File: src/rtl/sync_edge_filter.sv
// sync_edge_filter
// Debounces an already-synchronized single-bit level. A new level is accepted
// only after filt_len_g consecutive samples of the opposite level. The block
// provides the filtered level, one-cycle rise/fall pulses and a saturating
// count of accepted rising transitions with a sticky overflow flag.
module sync_edge_filter #(
    parameter logic polarity_g = 1'b0,
    parameter int   filt_len_g = 4,
    parameter int   cnt_w_g    = 8
) (
    input  logic               clk,
    input  logic               rstn,
    input  logic               sync_in,
    input  logic               en,
    input  logic               cnt_clr,
    output logic               lvl_out,
    output logic               rise_p,
    output logic               fall_p,
    output logic [cnt_w_g-1:0] evt_cnt,
    output logic               evt_ovf
);

    typedef enum logic [1:0] {
        STABLE_LO,
        QUAL_HI,
        STABLE_HI,
        QUAL_LO
    } state_t;

    localparam state_t             ResetState   = polarity_g ? STABLE_HI : STABLE_LO;
    localparam logic [7:0]         LastCnt      = 8'(filt_len_g - 1);
    localparam bit                 DirectSwitch = (filt_len_g == 1);
    localparam logic [cnt_w_g-1:0] CntMax       = '1;
    localparam logic [cnt_w_g-1:0] CntOne       = cnt_w_g'(1);

    state_t     r_state;
    logic [7:0] r_fcnt;

    logic w_rise_acc;
    logic w_fall_acc;

    // Decide whether this edge completes a qualification, so the FSM and the
    // event counter agree on exactly the same edge.
    always_comb begin
        w_rise_acc = 1'b0;
        w_fall_acc = 1'b0;
        if (en && sync_in) begin
            w_rise_acc = (r_state == STABLE_LO && DirectSwitch) ||
                         (r_state == QUAL_HI && r_fcnt == LastCnt);
        end
        if (en && !sync_in) begin
            w_fall_acc = (r_state == STABLE_HI && DirectSwitch) ||
                         (r_state == QUAL_LO && r_fcnt == LastCnt);
        end
    end

    // Qualification FSM with registered level and edge pulses.
    always_ff @(posedge clk or negedge rstn) begin
        if (!rstn) begin
            r_state <= ResetState;
            r_fcnt  <= 8'd0;
            lvl_out <= polarity_g;
            rise_p  <= 1'b0;
            fall_p  <= 1'b0;
        end else begin
            rise_p <= 1'b0;
            fall_p <= 1'b0;
            case (r_state)
                STABLE_LO: begin
                    if (w_rise_acc) begin
                        r_state <= STABLE_HI;
                        r_fcnt  <= 8'd0;
                        lvl_out <= 1'b1;
                        rise_p  <= 1'b1;
                    end else if (en && sync_in) begin
                        r_state <= QUAL_HI;
                        r_fcnt  <= 8'd1;
                    end
                end
                QUAL_HI: begin
                    if (!en || !sync_in) begin
                        r_state <= STABLE_LO;
                        r_fcnt  <= 8'd0;
                    end else if (w_rise_acc) begin
                        r_state <= STABLE_HI;
                        r_fcnt  <= 8'd0;
                        lvl_out <= 1'b1;
                        rise_p  <= 1'b1;
                    end else begin
                        r_fcnt <= r_fcnt + 8'd1;
                    end
                end
                STABLE_HI: begin
                    if (w_fall_acc) begin
                        r_state <= STABLE_LO;
                        r_fcnt  <= 8'd0;
                        lvl_out <= 1'b0;
                        fall_p  <= 1'b1;
                    end else if (en && !sync_in) begin
                        r_state <= QUAL_LO;
                        r_fcnt  <= 8'd1;
                    end
                end
                QUAL_LO: begin
                    if (!en || sync_in) begin
                        r_state <= STABLE_HI;
                        r_fcnt  <= 8'd0;
                    end else if (w_fall_acc) begin
                        r_state <= STABLE_LO;
                        r_fcnt  <= 8'd0;
                        lvl_out <= 1'b0;
                        fall_p  <= 1'b1;
                    end else begin
                        r_fcnt <= r_fcnt + 8'd1;
                    end
                end
                default: begin
                    r_state <= ResetState;
                    r_fcnt  <= 8'd0;
                end
            endcase
        end
    end

    // Saturating rising-event counter; a clear wins over a same-edge event.
    always_ff @(posedge clk or negedge rstn) begin
        if (!rstn) begin
            evt_cnt <= '0;
            evt_ovf <= 1'b0;
        end else if (cnt_clr) begin
            evt_cnt <= '0;
            evt_ovf <= 1'b0;
        end else if (w_rise_acc) begin
            if (evt_cnt == CntMax) begin
                evt_ovf <= 1'b1;
            end else begin
                evt_cnt <= evt_cnt + CntOne;
            end
        end
    end

endmodule

File: config.mk
export PLATFORM = sky130hd
export DESIGN_NAME = sync_edge_filter
export DESIGN_NICKNAME = d
export VERILOG_FILES = /design/src/rtl/sync_edge_filter.sv
export SDC_FILE = /design/constraint.sdc
export NUM_CORES = 1
export LEC_CHECK = 0
export ABC_AREA = 1
export CAP_MARGIN = 5
export CORE_MARGIN = 2
export CORE_UTILIZATION = 54
export CTS_CLUSTER_SIZE = 14
export DETAILED_ROUTE_END_ITERATION = 7
export MAX_ROUTING_LAYER = met4
export PLACE_DENSITY_LB_ADDON = 0.15
export SKIP_LAST_GASP = 1
export SYNTH_ARGS = -nofsm -noshare
export SYNTH_HDL_FRONTEND = slang
export SYNTH_SLANG_ARGS = --single-unit
File: constraint.sdc
create_clock -name clk -period 1.79 [get_ports clk]
set_clock_uncertainty 0.2 [all_clocks]
set_input_delay 0.4475 -clock clk [delete_from_list [all_inputs] [get_ports clk]]
set_output_delay 0.4475 -clock clk [all_outputs]
set_load 0.05 [all_outputs]
==> results.txt <==
Run status = finished, final reports clean
Iter 0 DRT Violations = 24
Layout cells sized above 1 = 0.2178
Avg Inst Size Synth = 7.035 um^2
Total grt overflow = 0
Clk root buf = clkbuf_4
Max-cap violations = 0
Gr usage total = 0.2653
Final critical-path required period = 1.693 ns
CTS tree = yes
RePlAce Congestion = 0.8440
Vias in the first global route = 1267
Port bufs = 16
Pre-CTS setup slack = -0.1496 ns
Area Growth Syn to Fin = 33.30%
Setup violators final = 0
P per Cell Area = 852.3 mW/mm^2
CP startpoint kind = flop
Slew of the pin with the lowest slew margin = 0.2972 ns
Switch Pwr = 0.0005796 W
Final setup margin = 0.09697 ns
Max Slew Vio Count = 0
Via count = 1347
Top cell type's share of synthesized area = 0.3993
Yosys reg bits = 22
Post-Syn Nets = 203
Fmax = 590.7 MHz
Critical Path End Type = primary output
CTS max path bufs = 2
Floorplan row count = 18
Max IR drop VDD = 627.5 uV
DIE AREA = 0.002974 mm^2
Dominant cell type by area after synthesis = dfrtp_1
Nets = 233
CP arrival = 1.05 ns
Max-slew headroom = 0.8012
DRT Wirelength = 3178 um
Diode count = 0
Mapped Cells = 196
Avg WL per Cell = 12.46 um
DP Wirelength = 2336 um
Setup TNS = 0 ns
Design area = 0.001838 mm^2
Via density = 5.282
Synth warn = 0
Residual DRC count = 0
Worst Setup Path Type = flop to primary output
Tcrit/Tclk final = 0.9458
CTS sink count = 22
Core area = 0.002455 mm^2
Largest net degree at the start of global routing = 23
Initial antenna violation count = 0
Comb power frac = 0.346
Placed Area = 0.001760 mm^2
Required @ worst endpoint = 1.14 ns
Initial core utilization = 0.5617
DRT antenna net count = 0
Drt pass-1 iters = 5
Io pins = 17
CTS buffer count = 3
Chip height = 54.53 um
First-pass GRT wire length = 5554 um
RSZ-0062 raised after global routing = false
Dominant cells by area after synthesis = dfrtp_1 (40%), nand2_1 (17%), nand3_1 (9.8%)
CTS H-Tree Depth = 1
Final Hold Viols = 0
Mapped cell area = 0.001379 mm^2
Sequential area share after synthesis = 0.3993
Flop pwr share = 0.408
Worst-path maximum fanout = 3
Internal Power = 0.0009869 W
Sw Share = 0.3700
Clk slew on worst S/H paths = 0.13 ns
Die X = 54.53 um
Fin util = 0.7487
Distinct cells, synth = 27
Clock power frac = 0.247
Skew-Pair Late Insertion Delay = 0.32 ns
Class of the worst hold path = input pin to async pin
Leakage power = 0.9513 nW
[stage by stage]
step | cells | total power, W | hold WS (ns)
2_1_floorplan | 196 | 0.0009879 | -0.04809
5_1_grt | 255 | 0.001670 | 0.3099
3_3_place_gp | 248 | 0.001172 | 0.3404
4_1_cts | 252 | 0.001574 | 0.2609
3_5_place_dp | 248 | 0.001185 | 0.3483
6_report | 255 | 0.001567 | 0.2583
[cell usage in the layout (no fill, tap or decap), drive strengths merged]
cell type,Yosys,final
a21oi,2,2
buf,1,23
bufinv,0,1
clkbuf,1,3
clkdlybuf4s50,0,4
clkinv,1,1
dfrtp,22,22
ha,2,2
inv,30,30
nand2,68,68
nand3,28,28
nand3b,2,2
nand4,6,6
nor2,25,25
nor3,1,1
o211ai,1,1
o21ai,3,3
o21bai,1,1
xnor2,1,1
xor2,1,1
[cells in the mapped netlist (all sizes together)]
cell	n
nand2	68
inv	30
nand3	28
nor2	25
dfrtp	22
nand4	6
o21ai	3
a21oi	2
ha	2
nand3b	2
buf	1
clkbuf	1
clkinv	1
nor3	1
o211ai	1
o21bai	1
xnor2	1
xor2	1
[worst paths after layout]
check	from	endpoint	slack, ns	cells after the start
setup reg to reg	evt_cnt[1]	evt_cnt[7]	0.12	8
max in group asynchronous	rstn	evt_cnt[0]	0.88	2
hold reg to reg	r_fcnt[7]	r_fcnt[7]	0.39	2
setup / recovery	evt_cnt[0]	evt_cnt[0]	0.1	2
hold / removal	rstn	evt_cnt[5]	0.26	2
min in group clk	r_fcnt[7]	r_fcnt[7]	0.39	2
[critical path, stage by stage (launching register included)]
cell     delay, ns
dfrtp_2       0.44
buf_4         0.16
buf_12        0.14
[routing by layer]
metal / share of wire / vias to the layer above / global-route usage
li1: - / 669 / -
met1: 0.42 / 614 / 0.3310
met2: 0.51 / 56 / 0.4478
met3: 0.056 / 8 / 0.02459
met4: 0.017 / 0 / 0.09583
met5: 0 / - / -
[power groups by stage]
stage | Clock [W] | Sequential (W) | Combinational, W
floorplan | 0 | 0.000666 | 0.000322
global placement | 0 | 0.000643 | 0.000529
detailed placement | 0 | 0.000644 | 0.000541
CTS | 0.000393 | 0.000638 | 0.000542
global route | 0.000408 | 0.000651 | 0.000610
finish | 0.000387 | 0.000638 | 0.000542
[state kept, by name, summed over array words and instances (netlist names)]
register	cells
lvl_out	1
evt_ovf	1
r_fcnt	8
r_state	2
evt_cnt	8
fall_p	1
rise_p	1
[what timing repair did]
| action | CTS | global route |
|---|---|---|
| hold buffers | 0 | 0 |
| buffers inserted | 0 | 3 |
| setup endpoints to repair | 0 | 4 |
| gates resized for setup | 0 | 1 |
[area by class of cell]
cell class,count,area [um^2]
Fill cell,189,616.8
Multi-Input combinational cell,141,699.4
Timing Repair Buffer,27,375.4
Tap cell,30,37.54
Sequential cell,22,553.0
Clock buffer,3,22.52
Clock inverter,1,30.03
Inverter,31,120.1
[logic make-up (layout without fill, tap and decap cells)]
| group | after synthesis | in the layout | synth area share |
|---|---|---|---|
| AND/OR/NAND/NOR | 130 | 130 | 0.4428 |
| buffers and inverters | 33 | 62 | 0.09528 |
| flip-flops | 22 | 22 | 0.3993 |
| AO/OA/AOI/OAI | 7 | 7 | 0.03176 |
| adder cells (fa/ha/maj) | 2 | 2 | 0.01815 |
| XOR/XNOR | 2 | 2 | 0.01271 |
No activity file was read; power rests on OpenSTA's default activity.
